`config.mk`:
```
export PLATFORM = sky130hd
export DESIGN_NAME = esc_ramp_seq
export DESIGN_NICKNAME = d
export VERILOG_FILES = /design/src/rtl/esc_ramp_seq.sv
export SDC_FILE = /design/constraint.sdc
export NUM_CORES = 1
export LEC_CHECK = 0
export BUFFER_PORTS_ARGS = -buffer_cell sky130_fd_sc_hd__buf_2
export CAP_MARGIN = 20
export CORE_AREA = 3 3 123 125
export DETAILED_ROUTE_END_ITERATION = 16
export DIE_AREA = 0 0 126 128
export GPL_ROUTABILITY_DRIVEN = 0
export GPL_TIMING_DRIVEN = 1
export PLACE_DENSITY_LB_ADDON = 0.08
export SYNTH_ARGS = -nofsm -noshare
export SYNTH_HDL_FRONTEND = slang
export SYNTH_SLANG_ARGS = --single-unit
```
`constraint.sdc`:
```
create_clock -name clk -period 4.1 [get_ports clk]
set_input_delay 0.205 -clock clk [delete_from_list [all_inputs] [get_ports clk]]
set_output_delay 0.205 -clock clk [all_outputs]
set_load 0.05 [all_outputs]
```
`src/rtl/esc_ramp_seq.sv`:
```
// ---------------------------------------------------------------------------
// esc_ramp_seq
//   Arm / ramp / hold sequencer for an ESC speed command. After enable the
//   speed term is held at zero for ARM_CYCLES cycles. It then moves toward
//   the loaded target by at most STEP every RAMP_DIV cycles, and holds once
//   the target is reached.
//
//   Optional feature macro: ESC_SOFT_STOP_EN
//     undefined : dropping en in RAMP/HOLD zeroes SPEED and returns to IDLE
//                 on the next edge.
//     defined   : dropping en in RAMP/HOLD ramps SPEED down to 0 first, then
//                 returns to IDLE. Raising en again before 0 resumes the ramp
//                 toward the loaded target without re-arming.
//
// Ports
//   clk      in   1  system clock, rising edge
//   rst_n    in   1  synchronous active-low reset
//   en       in   1  run level (1 = run, 0 = stop)
//   load     in   1  one-cycle pulse, captures tgt_spd / tgt_off
//   tgt_spd  in  11  requested speed
//   tgt_off  in  10  requested offset
//   SPEED    out 11  registered speed term
//   OFF      out 10  registered offset term
//   state    out  2  IDLE=00 ARM=01 RAMP=10 HOLD=11 (debug / status)
//   armed    out  1  high from ARM completion until return to IDLE
//   at_tgt   out  1  high while in HOLD
//
// Handshake: load is a qualifier-free strobe. Every cycle it is high the
// target and offset registers take the new values, whatever the state.
// ---------------------------------------------------------------------------
module esc_ramp_seq #(
    parameter logic [15:0] ARM_CYCLES = 16'd50000,
    parameter logic [15:0] RAMP_DIV   = 16'd5000,
    parameter logic [10:0] STEP       = 11'd16
) (
    input  logic        clk,
    input  logic        rst_n,
    input  logic        en,
    input  logic        load,
    input  logic [10:0] tgt_spd,
    input  logic [9:0]  tgt_off,
    output logic [10:0] SPEED,
    output logic [9:0]  OFF,
    output logic [1:0]  state,
    output logic        armed,
    output logic        at_tgt
);

    typedef enum logic [1:0] {
        ST_IDLE = 2'b00,
        ST_ARM  = 2'b01,
        ST_RAMP = 2'b10,
        ST_HOLD = 2'b11
    } state_t;

    state_t      r_state,   w_state_nx;
    logic [10:0] r_speed,   w_speed_nx;
    logic [10:0] r_tgt;
    logic [9:0]  r_off;
    logic [15:0] r_arm_cnt, w_arm_cnt_nx;
    logic [15:0] r_pre_cnt, w_pre_cnt_nx;
    logic        r_armed,   w_armed_nx;
    logic        r_stop,    w_stop_nx;

    logic        w_stop_active;
    logic        w_step_due;
    logic [10:0] w_target;
    logic [10:0] w_step_val;

    // The stop flag only steers the ramp while en is still low. When en
    // returns, the target switches straight back to the loaded value.
    // In the default build r_stop never leaves 0.
    assign w_stop_active = r_stop & ~en;
    assign w_target      = w_stop_active ? 11'd0 : r_tgt;
    assign w_step_due    = (r_pre_cnt == RAMP_DIV - 16'd1);

    // One ramp step. The move is clamped to the target, so it never
    // overshoots. Each branch only adds or subtracts STEP when the distance
    // to the target exceeds STEP, so the 11-bit value never wraps.
    always_comb begin
        w_step_val = w_target;
        if (r_speed < w_target) begin
            if ((w_target - r_speed) > STEP)
                w_step_val = r_speed + STEP;
        end else begin
            if ((r_speed - w_target) > STEP)
                w_step_val = r_speed - STEP;
        end
    end

    always_comb begin
        w_state_nx   = r_state;
        w_speed_nx   = r_speed;
        w_arm_cnt_nx = r_arm_cnt;
        w_pre_cnt_nx = r_pre_cnt;
        w_armed_nx   = r_armed;
        w_stop_nx    = r_stop;

        case (r_state)
            ST_IDLE: begin
                w_speed_nx = 11'd0;
                w_armed_nx = 1'b0;
                w_stop_nx  = 1'b0;
                if (en) begin
                    w_state_nx   = ST_ARM;
                    w_arm_cnt_nx = 16'd0;
                end
            end

            ST_ARM: begin
                if (!en) begin
                    w_state_nx   = ST_IDLE;
                    w_arm_cnt_nx = 16'd0;
                end else if (r_arm_cnt == ARM_CYCLES - 16'd1) begin
                    w_state_nx   = ST_RAMP;
                    w_armed_nx   = 1'b1;
                    w_pre_cnt_nx = 16'd0;
                end else begin
                    w_arm_cnt_nx = r_arm_cnt + 16'd1;
                end
            end

            default: begin // ST_RAMP, ST_HOLD
                if (!en && !r_stop) begin
`ifdef ESC_SOFT_STOP_EN
                    // Start the soft stop. No step is taken on this edge,
                    // and the step cadence restarts when coming from HOLD.
                    w_stop_nx  = 1'b1;
                    w_state_nx = ST_RAMP;
                    if (r_state == ST_HOLD || w_step_due)
                        w_pre_cnt_nx = 16'd0;
                    else
                        w_pre_cnt_nx = r_pre_cnt + 16'd1;
`else
                    w_state_nx = ST_IDLE;
                    w_speed_nx = 11'd0;
                    w_armed_nx = 1'b0;
`endif
                end else if (r_state == ST_HOLD) begin
                    if (load && (tgt_spd != r_speed)) begin
                        w_state_nx   = ST_RAMP;
                        w_pre_cnt_nx = 16'd0;
                    end
                end else begin
                    w_stop_nx = w_stop_active;
                    if (r_speed == w_target) begin
                        // Entered or continued RAMP with nothing left to do.
                        if (w_stop_active) begin
                            w_state_nx = ST_IDLE;
                            w_armed_nx = 1'b0;
                            w_stop_nx  = 1'b0;
                        end else begin
                            w_state_nx = ST_HOLD;
                        end
                    end else if (w_step_due) begin
                        w_speed_nx   = w_step_val;
                        w_pre_cnt_nx = 16'd0;
                        if (w_step_val == w_target) begin
                            if (w_stop_active) begin
                                w_state_nx = ST_IDLE;
                                w_armed_nx = 1'b0;
                                w_stop_nx  = 1'b0;
                            end else begin
                                w_state_nx = ST_HOLD;
                            end
                        end
                    end else begin
                        w_pre_cnt_nx = r_pre_cnt + 16'd1;
                    end
                end
            end
        endcase
    end

    always_ff @(posedge clk) begin
        if (!rst_n) begin
            r_state   <= ST_IDLE;
            r_speed   <= 11'd0;
            r_tgt     <= 11'd0;
            r_off     <= 10'd0;
            r_arm_cnt <= 16'd0;
            r_pre_cnt <= 16'd0;
            r_armed   <= 1'b0;
            r_stop    <= 1'b0;
        end else begin
            r_state   <= w_state_nx;
            r_speed   <= w_speed_nx;
            r_arm_cnt <= w_arm_cnt_nx;
            r_pre_cnt <= w_pre_cnt_nx;
            r_armed   <= w_armed_nx;
            r_stop    <= w_stop_nx;
            if (load) begin
                r_tgt <= tgt_spd;
                r_off <= tgt_off;
            end
        end
    end

    assign SPEED  = r_speed;
    assign OFF    = r_off;
    assign state  = r_state;
    assign armed  = r_armed;
    assign at_tgt = (r_state == ST_HOLD);

endmodule
```
# Word-level counts from Yosys, hierarchy flattened
# Index checks and enable logic that the tools add are counted.
# op_classes
reduce_logical	17
eq_ne	21
order_cmp	3
add_sub_neg	6
mux	47
bitwise	4
# op_table
op	n
$mux 16	10
$mux 11	8
$pmux 16 s2	2
$add 16x1->16 const B	2
$eq 11x11->1	2
$gt 11x5->1 const B	2
$pmux 11 s2	1
$sub 11x11->11	2
$mux 2	10
$eq 16x13->1 const B	1
$eq 16x16->1 const B	1
$mux 1	13
$reduce_bool 6->1	2
$add 11x5->11 const B	1
$lt 11x11->1	1
$ne 11x11->1	1
$sub 11x5->11 const B	1
$reduce_and 5->1	2
$reduce_bool 5->1	2
$ne 2x1->1 const B	3
$ne 2x2->1 const B	3
$ne 3x1->1 const B	2
$ne 3x2->1 const B	2
$ne 3x3->1 const B	2
16 further kinds	22
# word_totals
regBits	68
in_bits	25
word_cells	106
output_inout_bits	25

# Longest topological paths before layout
# depth
depth_word	14
mapped_depth	18
depth_no_buf	14

# Least setup slack after synthesis
# No wires, ideal clock.
# synth_timing
kind	register -> register
startpoint	reg r_speed[8], in the netlist SPEED[8]
endpoint	reg r_speed[6], in the netlist SPEED[6]
t_arrival_ns	3.441
setup_slack_ns	0.545
period_less_slack_ns	3.555
path_stages_with_launch	15
n_path_buf	2
setup_time_ns	0.114
t_required_ns	3.986
path_cell_list	dfxtp_1 clkbuf_1 inv_1 ha_1 clkbuf_1 a21oi_1 o31ai_1 a211o_1 a31oi_1 xor2_1 nand4_2 o31ai_4 a221o_1 a21oi_1 a21o_1
# synth_via
elab_chain_cells	9
# synth_lines
item	line	source
start, declared	57	logic [10:0] r_speed, w_speed_nx;
start signal, assigned	187	r_speed <= w_speed_nx;
$sub 11x11->11, on equally long branches	86, 83	
$gt 11x5->1, on equally long branches	86, 83	
$mux 11, on equally long branches	86, 83	
$mux 11	82	if (r_speed < w_target) begin
$mux 11	155	end else if (w_step_due) begin
$mux 11	146	if (r_speed == w_target) begin
$mux 11	139	end else if (r_state == ST_HOLD) begin
$mux 11	124	if (!en && !r_stop) begin
$pmux 11 s2	99	case (r_state)
# Several ways; a longest one is shown, not always the timed one. The select of a mux whose other input is x is not followed.
# A chain may end at the register's enable or synchronous reset.

# Worst setup path in the final report
# layout_timing
startpoint	reg r_stop
endpoint	reg r_speed[7], in the netlist SPEED[7]
# layout_via
elab_chain_cells	11
# layout_lines
item	line	source
start, declared	63	logic r_stop, w_stop_nx;
start signal, assigned	191	r_stop <= w_stop_nx;
$and 1x1->1	73	assign w_stop_active = r_stop & ~en;
$mux 11	74	assign w_target = w_stop_active ? 11'd0 : r_tgt;
$sub 11x11->11, on equally long branches	86, 83	
$gt 11x5->1, on equally long branches	86, 83	
$mux 11, on equally long branches	86, 83	
$mux 11	82	
$mux 11	155	
$mux 11	146	
$mux 11	139	
$mux 11	124	
$pmux 11 s2	99	
# Several ways; a longest one is shown, not always the timed one. The select of a mux whose other input is x is not followed.

==> run summary <==
The run finished with clean final reports. The via count came out at around 4500. In the detailed route, the total length drawn on met3 is about 540 µm. The count of cell types in the netlist is 79. The H-tree generated during clock tree synthesis spans 3 levels. The deepest clock path buffer count came out at 2. The length of routed met2 wiring is 6362 µm.

The critical path in this run is classified as reg2reg. Clock latency on the worst-skew pair, taken at its later pin, is 0.33 ns. In the post-route analysis, the smallest setup slack over all paths is 0.2950 ns. The final design utilization is 40.40%. The total grt overflow is 0. The worst slew margin relative to its limit came out at 64.23%. TritonCTS built the clock tree. The slowest stage of the critical path belongs to the cell sky130_fd_sc_hd__dfxtp_1. Setup repair after global routing left no endpoint under its margin. Setup violations remaining at the end of the flow were counted as 0. In this run, synthesis inferred 0 flip-flops with an integrated enable. The die is 128 µm tall. The routed wirelength normalized by instance count came out at 16.33 µm.

The number of max-cap violations came out at 0. TritonCTS created 9 clock buffers. The horizontal die dimension came out at 126 µm. The synthesized-area fraction occupied by and/or/nand/nor cells is approximately 25%. The finished layout holds about 830 standard cells, fillers aside. Using the TritonRoute via totals, the vias-per-cell ratio works out to 5.375.

The number of antenna-violating nets in the routed design came out at 0. The cell depth of the worst hold path came out at 3. The largest net degree at the start of global routing is 32. In this run the mean area of a mapped cell was 8.138 µm². The top-area cell type share of the netlist area is 27.65%. The tree is rooted in a sky130_fd_sc_hd__clkbuf_16. For the final routed database, the setup TNS stands at 0 ns. The portion of netlist area occupied by mux cells came out at 5.489%. Timing analysis after detailed placement gives a worst setup slack of 0.3367 ns. The via count of the first global-routing pass was 4323. For this run, the slowest stage of the critical path takes 0.49 ns. For this run, the detailed router's first-pass iteration total came to 5.

The core region is around 14000 µm². The worst endpoint required time is 4.37 ns. The share of post-route cells with drive strength above 1 came out at 15.31%. VDD sags by at most ~0.17 mV. The leakage component of the power came out at 2.267 nW.

The total wirelength of the detailed-routed design is approximately 14000 µm. The detailed-route wire length on metal 1 is ~6500 µm. The slew at the pin closest to its max-slew limit came out at 0.5316 ns. The post-cts sizing count came out at 0. The layout has 1447 filler cells.

The cell area after layout came out at 5652 µm². In this run the power density over the cells is 308.4 nW/µm². The worst hold path belongs to the class in2reg. The area growth from synthesis to layout is 14.79%. The most used flip-flop cell after synthesis is sky130_fd_sc_hd__dfxtp_1. Sorting the synthesized cells by area gives the leading types as sky130_fd_sc_hd__dfxtp_1 (28%), sky130_fd_sc_hd__xnor2_1 (6.6%), sky130_fd_sc_hd__mux2i_1 (5.5%). The minimum clock period after layout is between 3 and 4 ns. The logic depth of the worst register-to-register path came out at 14. The fraction of synthesized cell area in xor and xnor cells came out at 11.74%. Across all register-to-register paths, the minimum setup slack is 0.29 ns. After synthesis, the largest family of logic cells by area is simple AND/OR/NAND/NOR gates. The initial detailed-routing violation count is 248. The number of top-level pins came out at 50.

In this run the most critical hold path is launched from tgt_off[8]. STA classifies the critical path endpoint as a flip-flop. Detailed placement finished with a half-perimeter wire length of 10330 µm. The total die area came out at 16130 µm². The number of pins with negative max-slew slack in the final report was 0. The cell taking the most area after synthesis is sky130_fd_sc_hd__dfxtp_1.

In this run the tool buffered the top-level ports with 49 buffer cells. The highest clock rate is around 260 MHz. The global-route wire length before repair came out at 22410 µm. The floorplan has 43 rows. After synthesis the netlist holds a flip-flop and latch count of approximately 70.

The post-place instance area is 5344 µm². The synthesized netlist occupies a cell area of 4923 µm². The part of the cycle the worst path needs is between 90 and 100%. The async set-or-reset flop fraction in the synthesized netlist came out at 0%. The peak fanout along the critical path came out at 24.

The worst register-to-register path begins at r_stop. The endpoint of the worst hold path is OFF[8]. The clock sink count came out at 68. The synthesized net count is 650.

The combined global-route utilization of all metal layers is 17.02%. For this run, the number of Yosys warnings is 0. The signal on the critical path passes through nand2b_4, nand2_1, inv_1, ha_1, a21oi_1, o31ai_1, a211o_1, a31oi_1, xor2_1, nand4_2, o21ai_2, o21ai_0, a211oi_1, o22a_1. The adder and majority gate portion of the synthesized area is 5.083%. The final hold violation count is 0.

The number of antenna violations at the first check in global routing came out at 0. The share of the synthesized area in compound gates (AO/OA/AOI/OAI) came out at 20.53%. The count of inserted antenna diode cells came out at 0.

The detailed router used layers up to and including met4. Sequential elements use 27.65% of the synthesized area. For this configuration, the core starts out at a cell density of 35.20%. The final worst clock skew came out at about 0.0058 ns.

The endpoint arrival time on the critical path is approximately 4 ns. The endpoint of the most critical register-to-register path is SPEED[7]. The total DRC errors in the routed layout is 0. The worst setup path is launched from a flip-flop. The instance count after placement with tap cells included is about 820. The net count reported at finish is 695. The clock-pin slew on the worst setup and hold paths is 0.05 ns. The synthesized netlist cell count came out at 605.
==> routing by layer <==
metal  vias to the layer above  GRT usage, %
met5                         -             0
met4                         0         6.751
met3                        16         1.500
met2                        98         27.79
met1                      2120         23.31
li1                       2243             -
==> layout by cell type, fill, tap and decap left out, types with 15 or more instances in the layout <==
cell type                 count
sky130_fd_sc_hd__nor2b_1     25
sky130_fd_sc_hd__nand2_1     62
sky130_fd_sc_hd__o21ai_0     25
sky130_fd_sc_hd__buf_4       16
sky130_fd_sc_hd__inv_1       18
sky130_fd_sc_hd__nor2_1      44
sky130_fd_sc_hd__xnor2_1     37
sky130_fd_sc_hd__buf_2       49
sky130_fd_sc_hd__nand3_1     21
sky130_fd_sc_hd__nor3_1      15
sky130_fd_sc_hd__mux2i_1     27
sky130_fd_sc_hd__a21oi_1     33
sky130_fd_sc_hd__dfxtp_1     68
sky130_fd_sc_hd__xor2_1      29
sky130_fd_sc_hd__ha_1        20
==> layout make-up <==
class	instances	area (µm²)	share of cell area [%]
Sequential cell	68	1361	24.09
Multi-Input combinational cell	487	3339	59.09
Clock buffer	11	232.7	4.118
Clock inverter	3	40.04	0.7084
Timing Repair Buffer	66	385.4	6.819
Inverter	18	67.56	1.195
Tap cell	180	225.2	3.985
==> worst max path at each step <==
| stage | startpoint | end | slack (ns) | depth (start not counted) |
|---|---|---|---|---|
| 6_report | r_stop | SPEED[7] | 0.29 | 14 |
| 5_1_grt | r_stop | SPEED[7] | 0.01 | 14 |
| 3_5_place_dp | en | SPEED[1] | 0.34 | 14 |
| 4_1_cts | r_stop | SPEED[0] | 0.34 | 14 |
| 3_3_place_gp | en | SPEED[3] | 0.34 | 13 |
| 2_1_floorplan | SPEED[8] | SPEED[6] | 0.55 | 14 |
==> power by group <==
part	total (mW)	internal [mW]	leakage (nW)	switching (mW)
logic	0.327	0.128	1.58	0.199
clock network	0.727	0.462	0.135	0.265
registers	0.689	0.676	0.552	0.0136
==> flip-flops by register name (all words and copies together) (netlist names) <==
| name | count |
|---|---|
| r_arm_cnt | 16 |
| r_pre_cnt | 16 |
| SPEED | 11 |
| r_tgt | 11 |
| OFF | 10 |
| state | 2 |
| armed | 1 |
| r_stop | 1 |
==> critical path, delay by kind of cell (launching register included) <==
kind,cells,cell delay (ns)
buf+inv,1,0.07
simple gates,3,0.71
compound gates,8,1.88
xor+xnor,1,0.21
fa+ha+maj,1,0.40
flops,1,0.49
==> metrics by stage <==
step / power [mW] / hold WS [ns]
floorplan: 0.9405 / 0.3744
global placement: 1.022 / 0.4639
detailed placement: 1.023 / 0.4744
CTS: 1.760 / 0.1268
global route: 1.822 / 0.1446
finish: 1.743 / 0.1364
==> cell usage after synthesis (all sizes together) (7+ instances only) <==
library cell and n:
nand3 22, nor2b 26, and3 8, nor3 16, nand2b 9, and2 10
mux2i 27, nand4 13, clkbuf 20, nand2 62, xnor2 37, nor2 44
o21ai 30, inv 18, buf 12, o21a 10, xor2 29, a21oi 37
or3 7, a211oi 7, ha 20, dfxtp 68
==> logic make-up (layout without fill, tap and decap cells) <==
family                   Yosys count  in the layout
AND/OR/NAND/NOR                  236            236
AO/OA/AOI/OAI                    138            138
flip-flops                        68             68
XOR/XNOR                          66             66
buffers and inverters             50             98
multiplexers                      27             27
adder cells (fa/ha/maj)           20             20
==> timing repair <==
item,in CTS,in global routing
hold buffers,0,0
setup buffers,0,1
setup endpoints to repair,0,4
No activity file was read; power rests on OpenSTA's default activity.
